`src/rtl/noc_out_switch.sv`:
```
// Two-input packet-locked round-robin switch driving one registered output port.
// 1-cycle in->out latency; in_ready drops to 0 whenever the output register is full and not drained.
module noc_out_switch #(
  parameter int FLIT_W = 32
) (
  input  logic                clk,
  input  logic                arst,
  input  logic [1:0]          in_valid,
  input  logic [2*FLIT_W-1:0] in_data,
  input  logic [1:0]          in_last,
  output logic [1:0]          in_ready,
  output logic                out_valid,
  output logic [FLIT_W-1:0]   out_data,
  output logic                out_last,
  output logic                out_src,
  input  logic                out_ready,
  output logic [15:0]         pkt_cnt
);

  localparam logic [0:0] IDLE   = 1'b0;
  localparam logic [0:0] LOCKED = 1'b1;

  logic [0:0] state;
  logic       owner;
  logic       ptr;
  logic [1:0] grant;
  logic       space;
  logic       xfer;
  logic       sel;
  logic       sel_last;
  logic [FLIT_W-1:0] sel_data;

  // While locked only the packet owner may send; otherwise ptr breaks ties.
  always_comb begin
    grant = 2'b00;
    if (state == LOCKED) begin
      grant[owner] = 1'b1;
    end else if (&in_valid) begin
      grant[ptr] = 1'b1;
    end else begin
      grant = in_valid;
    end
  end

  assign space    = ~out_valid | out_ready;
  assign in_ready = (space && arst) ? grant : 2'b00;
  assign xfer     = |(in_valid & in_ready);
  assign sel      = in_ready[1];
  assign sel_last = in_last[sel];
  assign sel_data = sel ? in_data[2*FLIT_W-1:FLIT_W] : in_data[FLIT_W-1:0];

  always_ff @(posedge clk or negedge arst) begin
    if (!arst) begin
      state     <= IDLE;
      owner     <= 1'b0;
      ptr       <= 1'b0;
      out_valid <= 1'b0;
      out_data  <= '0;
      out_last  <= 1'b0;
      out_src   <= 1'b0;
      pkt_cnt   <= 16'd0;
    end else begin
      if (xfer) begin
        out_valid <= 1'b1;
        out_data  <= sel_data;
        out_last  <= sel_last;
        out_src   <= sel;
        // Priority only moves at packet end, so a locked packet never loses its turn.
        if (sel_last) begin
          state   <= IDLE;
          ptr     <= ~sel;
          pkt_cnt <= pkt_cnt + 16'd1;
        end else begin
          state <= LOCKED;
          owner <= sel;
        end
      end else if (out_ready) begin
        out_valid <= 1'b0;
      end
    end
  end

endmodule
```
`config.mk`:
```
export PLATFORM = sky130hd
export DESIGN_NAME = noc_out_switch
export DESIGN_NICKNAME = d
export VERILOG_FILES = /design/src/rtl/noc_out_switch.sv
export SDC_FILE = /design/constraint.sdc
export NUM_CORES = 1
export LEC_CHECK = 0
export CORE_MARGIN = 3
export CORE_UTILIZATION = 43
export DETAILED_ROUTE_END_ITERATION = 10
export GPL_TIMING_DRIVEN = 0
export PLACE_DENSITY = 0.91
export REMOVE_ABC_BUFFERS = 1
export SLEW_MARGIN = 5
export SYNTH_ARGS = -nofsm -noshare
export SYNTH_HDL_FRONTEND = slang
export SYNTH_SLANG_ARGS = --single-unit
export TNS_END_PERCENT = 20
```
`constraint.sdc`:
```
create_clock -name clk -period 4.5 [get_ports clk]
set_input_delay 1.35 -clock clk [delete_from_list [all_inputs] [get_ports clk]]
set_output_delay 1.35 -clock clk [all_outputs]
set_load 0.005 [all_outputs]
```
==> reports/metrics.cfg, run 1 <==
[outcome]
outcome = finished clean

[yosys]
synth_ff_type = dfrtp_1
synthMuxAreaShare_pct = 2.41
ys_warn_count = 0
synth_top_area_share_pct = 54.3
synth_compound_area_share_pct = 10.5
ys_ff_latch = 54
yosys-top-cells-area = dfrtp_1 (54%), nand2_1 (11%), a31oi_1 (8.0%)
async_reset_ff_share_pct = 100
synth_top_cell_by_area = dfrtp_1
netlist_area_um2 = 2490
synth_xor_area_share_pct = 5.28
synth_top_family_by_area = simple AND/OR/NAND/NOR gates
yosys.area_share.simple_pct = 24.5
syn_avg_cell_area_um2 = 9.18
synth-edff-count = 0
ys_types = 30
syn-instance-count = 271
yosysSeqAreaShare_pct = 54.3
synthAdderAreaFrac_pct = 0.503

[floorplan]
die_w_um = 82.1
fp-row-count = 27
coreArea_um2 = 5540
fp.dieArea_um2 = 6730
ios = 124
die_h_um = 82.1
initial_core_util_pct = 44.9

[layout]
antennaDiodeCount = 0
syn_to_final_growth_pct = 59.0
fin_util_pct = 71.4
layout-drive-gt1-share_pct = 6.06
nets = 468

[global_routing]
grt_max_degree = 41
antenna_found_initial = 0
grt_use_total_pct = 20.6
grt_pass1_vias = 2237
grt.overflow.total = 0
grt_first_pass_wirelength_um = 10600

[pwr]
power_leakage_nw = 1.63
ir_drop_uv = 257
power_density_nw_per_um2 = 490

[sta]
fmax_mhz = 226
whs_ns = 0.484
post-route-period-util_pct = 98.2
worst_slew_pin_slew_ns = 0.717
finalHoldViolations = 0
drv_slew = 0
slew_headroom_pct = 52.0
fin_crit_ns = 4.42
finalClockSkew_ns = 0.0109
setup-violations-final = 0
rsz0062_at_grt = false
setup_ws_ns = 0.0799

[critical_path]
crit_type = in2out
critPathArrivalTime_ns = 3.07
cp.required_ns = 3.15
cp-end-kind = output pin
cp_max_fo = 33
start_kind = input pin
regToRegSetupSlack_ns = 2.22

[place]
dp_slack_ns = -0.972
hpwl_um = 5190
place_congestion = 0.723
port_buffers = 123

[routing]
drc = 0
wl_um = 7020
wl_per_cell_um = 15.0
vias_per_cell = 5.20
dr.pass1.iters = 4
vias = 2433
ant_nets = 0
drt_iter0_drc = 127

[clock_network]
h-tree-depth = 2
cts.path.max_buffers = 2
cts-buffers-inserted = 5
clk_latency_ns = 0.30
clk_pin_slew_ns = 0.09
numClockSinks = 54
cts_hold_buf = 0
cts_tree = yes
root_buffer = clkbuf_8

[min_path]
hp-class = reg2reg

[run]
cap_violations = 0

[per-stage QoR]
step | cell area [um^2] | setup TNS, ns | power [mW] | cells
2_1_floorplan | 2430 | -33.26 | 1.11 | 258
3_3_place_gp | 3750 | -174.16 | 1.61 | 453
3_5_place_dp | 3810 | -0.972 | 1.65 | 458
4_1_cts | 3950 | 0 | 1.95 | 468
5_1_grt | 3960 | 0 | 2.06 | 468
6_report | 3960 | 0 | 1.94 | 468
[cell families after synthesis]
family / Yosys count
buffers and inverters: 14
adder cells (fa/ha/maj): 1
AND/OR/NAND/NOR: 142
multiplexers: 5
XOR/XNOR: 15
AO/OA/AOI/OAI: 40
flip-flops: 54
[path summary, 6_finish.rpt]
path,start,cells past startpoint,endpoint
worst min register to register,pkt_cnt[15],1,pkt_cnt[15]
min in group asynchronous,arst,1,pkt_cnt[3]
worst max-delay path,out_ready,6,in_ready[1]
worst min-delay path,pkt_cnt[15],1,pkt_cnt[15]
max in group asynchronous,arst,2,pkt_cnt[9]
worst max register to register,out_valid,8,out_data[21]
[layout by cell type, fill, tap and decap left out, drive strengths merged, types with 3 or more instances in the layout]
cell	count
clkdlybuf4s50	120
nand2	75
dfrtp	54
nor2	37
a31oi	32
xnor2	14
nand3	9
buf	8
nand4	6
clkbuf	6
a21oi	4
nand2b	4
and4	3
mux2i	3
[power breakdown]
part / internal (mW) / leakage [nW] / switching (mW)
clock: 0.107 / 0.0373 / 0.152
combinational: 0.523 / 0.952 / 0.365
sequential: 0.668 / 0.640 / 0.120
total: 1.30 / 1.63 / 0.637
[metal layers]
metal  wire [um]  track usage [%]
met3         582             6.25
met2        3610             37.3
met4          72             3.65
met1        2760             24.2
met5           0                0
[cell type report]
cell class	instances	area [um^2]
Tap cell	72	90.1
Fill cell	431	1590
Clock buffer	6	72.6
Sequential cell	54	1350
Multi-Input combinational cell	204	1110
Inverter	1	20.0
Clock inverter	1	7.51
Timing Repair Buffer	130	1300
[worst max-delay path: stages]
cell,delay [ns]
clkdlybuf4s50_1,0.44
nand2b_2,0.19
and2_4,0.24
nand2_8,0.16
inv_16,0.16
clkdlybuf4s50_1,0.52
[registers in the layout (all words and copies together) (netlist names)]
signal / count
state: 1
out_valid: 1
out_data: 32
pkt_cnt: 16
out_src: 1
ptr: 1
owner: 1
out_last: 1
[Yosys cell counts (2+ instances only)]
cell	n
nor3_1	2
dfrtp_1	54
a31oi_1	32
nand2_1	73
clkbuf_1	6
buf_2	7
a21oi_1	4
and2_1	2
nand2b_1	4
and4_1	3
mux2i_2	2
xnor2_1	14
nand3_1	9
and3_1	2
nor2_1	37
nand4_1	6
[timing repair]
action | in CTS | in global routing
pin swaps | 2 | 1
resized for setup | 10 | 2
buffers inserted | 2 | 0
setup endpoints to repair | 1 | 2
cloned | 1 | 0
Note: power is estimated with default switching activity, not from simulation.
==> inputs of run 2 (changes only) <==
--- a/config.mk
+++ b/config.mk
@@ -9,6 +9,7 @@
 export CORE_UTILIZATION = 43
 export DETAILED_ROUTE_END_ITERATION = 10
 export GPL_TIMING_DRIVEN = 0
+export HOLD_SLACK_MARGIN = 0.12
 export PLACE_DENSITY = 0.91
 export REMOVE_ABC_BUFFERS = 1
 export SLEW_MARGIN = 5
==> results of run 2 <==
The final DEF is identical to that of run 1; final timing and power are the same.
==> patch 1: new RTL, config.mk and constraints of run 2 <==
`FLIT_W`: 32 -> 64.
--- a/src/rtl/noc_out_switch.sv
+++ b/src/rtl/noc_out_switch.sv
@@ -1,7 +1,7 @@
 // Two-input packet-locked round-robin switch driving one registered output port.
 // 1-cycle in->out latency; in_ready drops to 0 whenever the output register is full and not drained.
 module noc_out_switch #(
-  parameter int FLIT_W = 32
+  parameter int FLIT_W = 64
 ) (
   input  logic                clk,
   input  logic                arst,
Ports: changed (resized in_data and out_data); port bits go from 124 to 220. The function was not compared with the original's and may differ.
==> patch 1 against run 2 <==
Utilization increased by 2.1 points; worst setup slack got worse by 0.017 ns; maximum frequency decreased by 0.37%; clock power increased by 120%; die area increased by 58%; cell area increased by 66%; synthesized area increased by 63%; routed wire length increased by 65%; sequential cell count increased by 32; first-iteration DRC count decreased by 46%; highest routed layer unchanged; power increased by 47%.
==> patch 1: results <==
metrics = {
    "pwr": {
        "ir_drop_uv": 198,
        "clk-power_mw": 0.568,
        "power.leakage_nw": 2.70,
        "powerSeq_mw": 1.16,
        "internal_power_mw": 2.00,
        "seqPwrFrac": 0.408,
    },
    "critical_path": {
        "crit_arrival_ns": 3.09,
        "reg2reg_depth": 6,
        "worstPathMaxFanout": 23,
        "critPathMaxStageDelay_ns": 0.59,
    },
    "route": {
        "wl_met3_um": 794,
        "drt-vias-per-instance": 5.14,
        "drt_first_iter_violations": 69,
        "via_count": 3590,
        "drt-total-wl_um": 11600,
        "wl_met2_um": 6270,
        "wl_met1_um": 4330,
    },
    "synth": {
        "synth_compound_area_frac": 0.0972,
        "synth_area_leaders": "dfrtp_1, mux2i_1, nand2_1, o21ai_0, o21ai_1",
        "syn_inst": 374,
        "yosys-top-cells-count": "dfrtp_1, nand2_1, mux2i_1",
        "synth_cell_types": 32,
        "yosys.area_share.xor_xnor": 0.0324,
        "synthAdderAreaFrac": 0.00309,
        "synth-seq-area-share": 0.531,
    },
    "placement": {
        "port_buffers": 219,
        "gp_congestion": 0.851,
        "hpwlAfterDp_um": 8810,
        "pre_cts_slack_ns": -0.650,
        "dpl_cell_area_um2": 6280,
        "dp.cells": 680,
    },
    "status": {
        "status": "finished clean",
    },
    "clock_network": {
        "cts_max_level": 3,
        "cts_inserted_buffers": 9,
        "ctsResizeCount": 7,
        "clk_latency_ns": 0.34,
    },
    "global_routing": {
        "grt_max_degree": 94,
        "grt_pass1_vias": 3696,
        "grtUsageMet1": 0.255,
        "track_usage": 0.222,
        "grtUsageMet3": 0.0616,
        "grt_pass1_wl_um": 18100,
    },
    "layout": {
        "num-nets-final": 723,
        "top_regs": "out_data x64, pkt_cnt x16",
        "drive_gt1_frac": 0.0525,
        "design_area_um2": 6570,
        "fillers": 600,
    },
    "timing": {
        "fin_skew_ns": 0.0177,
        "tightest_slew_ns": 0.780,
    },
}
-- patch 1: cell types whose count changed in the layout (fill, tap and decap cells not counted), sizes merged, moves of 4 or more --
cell / change
o21ai: +67
clkbuf: +4
nand3: -6
nor2: -34
nand4: +5
nand2: -4
dfrtp: +32
clkdlybuf4s50: +97
mux2i: +62
a31oi: -32
and3: +5
-- patch 1: path summary, 6_finish.rpt --
kind,start,slack (ns),to
max in group asynchronous,arst,3.15,out_data[45]
setup / recovery,in_valid[1],0.06,in_ready[1]
hold reg to reg,pkt_cnt[15],0.47,pkt_cnt[15]
hold / removal,pkt_cnt[15],0.47,pkt_cnt[15]
min in group asynchronous,arst,0.85,out_data[37]
setup reg to reg,state,2.36,pkt_cnt[13]
-- patch 1: layout make-up --
cell class / instances / area share
clock buffers: 10 / 0.0194
repair buffers: 225 / 0.355
clock inverters: 4 / 0.0112
well taps: 108 / 0.0206
flip-flops and latches: 86 / 0.328
multi-input cells: 265 / 0.266
==> patch 2: new RTL, settings of run 2 <==
Made on the original files. Make the reset (`arst`) synchronous in one clocked block.
--- a/src/rtl/noc_out_switch.sv
+++ b/src/rtl/noc_out_switch.sv
@@ -49,7 +49,7 @@
   assign sel_last = in_last[sel];
   assign sel_data = sel ? in_data[2*FLIT_W-1:FLIT_W] : in_data[FLIT_W-1:0];
 
-  always_ff @(posedge clk or negedge arst) begin
+  always_ff @(posedge clk) begin
     if (!arst) begin
       state     <= IDLE;
       owner     <= 1'b0;
Behaviour: differs if arst is asserted again (counterexample within 4 cycles, from zero or initial values and one cycle with arst low); with arst held inactive, the same outputs for 10 cycles.
==> patch 2 against run 2 <==
Cell area up 0.47%; critical path depth decreased by 1; first-iteration DRC count fell by 20%; register-to-register slack is essentially flat; worst setup slack improved by 0.00064 ns; largest cell class is now multi-input combinational cells; count of clock-buffer cells in the layout is 1 higher; sequential cell count unchanged; routed wire length rose by 2.3%; utilization is 1.4 points lower; clock skew down 0.0053 ns; die area up 3.8%; synthesized area is 4.1% higher.
Power is not compared: it rests on default switching activity, and its combinational part moved more than twofold at a synthesized area within 25%.
==> patch 2: results <==
metrics = {
    "status": {
        "status": "finished clean",
    },
    "synth": {
        "yosys-top-cells-count": "dfxtp_1, mux2i_1, nor2_1",
        "yosysWarnings": 0,
        "synth_area_leaders": "dfxtp_1, mux2i_1, a211oi_1, nor2_1, nand2_1",
        "synth_cell_types": 38,
        "synthArstFlopShare": 0,
        "synth-seq-area-share": 0.418,
        "ys.flop_type": "dfxtp_1",
        "syn_inst": 277,
    },
    "route": {
        "dr.pass1.iters": 5,
        "drt_first_iter_violations": 102,
        "drt-vias-per-instance": 5.40,
        "wl_met3_um": 684,
        "wl_met1_um": 2830,
        "routedWlPerCell_um": 15.4,
        "wl_met2_um": 3620,
    },
    "global_routing": {
        "grtUsageMet1": 0.240,
        "grt_pass1_vias": 2506,
        "grt_pass1_wl_um": 12000,
        "grtUsageMet3": 0.0869,
        "met2_usage": 0.369,
    },
    "timing": {
        "fin_skew_ns": 0.00562,
        "hold_ws_ns": 0.482,
        "worst_slack_ns": 0.0805,
    },
    "critical_path": {
        "cp-startpoint": "in_valid[1]",
        "worstPathMaxFanout": 6,
        "critPathMaxStageDelay_ns": 0.53,
        "reg2reg_depth": 5,
        "r2r_end": "pkt_cnt[0]",
        "rr_startpoint": "state",
    },
    "placement": {
        "hpwlAfterDp_um": 5140,
        "dpl_cell_area_um2": 3870,
        "gp_congestion": 0.757,
        "pre_cts_slack_ns": -0.676,
        "dp.cells": 455,
    },
    "pwr": {
        "seqPwrFrac": 0.493,
        "power.leakage_nw": 1.35,
        "p_comb_frac": 0.243,
        "power_mw": 1.06,
    },
    "clock_network": {
        "clkSlewWorstSetupHoldPaths_ns": 0.09,
    },
    "layout": {
        "drive_gt1_frac": 0.0636,
        "finalNonFillerCells": 465,
    },
}
patch 2: cell types whose count changed after synthesis, moves of 5 or more:
cell      before  now
inv_1          0    6
o21ai_0        0    5
nand2_1       73   20
nor4_2         0    5
clkbuf_1       6   12
buf_2          7    1
a211oi_1       0   32
xnor2_1       14    0
a31oi_1       32    0
a21oi_1        4   11
dfrtp_1       54    0
mux2i_1        1   43
dfxtp_1        0   54
patch 2: worst max-delay path: cells and delay by family:
family                 cells  cell delay (ns)
buffers and inverters      3             1.11
AOI/OAI and AO/OA          1             0.44
and+or+nand+nor            1             0.17
patch 2: cells by family after synthesis:
group,Yosys count,synth area share
DFF,54,0.418
AOI/OAI and AO/OA,57,0.151
and+or+nand+nor,94,0.197
adders and majority gates,1,0.00483
muxes,45,0.176
buffers and inverters,26,0.0541
patch 2: layout make-up:
class,instances,area (µm²)
repair buffers,127,1300
well taps,72,90.1
fillers,444,1700
flip-flops and latches,54,1080
multi-input cells,198,1390
clock inverters,1,5.00
clock buffers,7,86.3
inverters,6,22.5
patch 2: timing repair:
action / 4_1_cts / 5_1_grt
gates cloned: 1 / 0
buffers inserted: 1 / 0
gates resized for setup: 1 / 2
pin swaps: 1 / 0
endpoints found under the setup margin: 2 / 1
patch 2: worst min path at each step:
stage	start	to	slack, ns	depth (start not counted)
finish	pkt_cnt[15]	pkt_cnt[15]	0.48	2
global route	pkt_cnt[15]	pkt_cnt[15]	0.51	2
CTS	pkt_cnt[15]	pkt_cnt[15]	0.48	2
detailed placement	pkt_cnt[15]	pkt_cnt[15]	0.47	2
global placement	pkt_cnt[15]	pkt_cnt[15]	0.45	2
floorplan	pkt_cnt[15]	pkt_cnt[15]	0.46	2
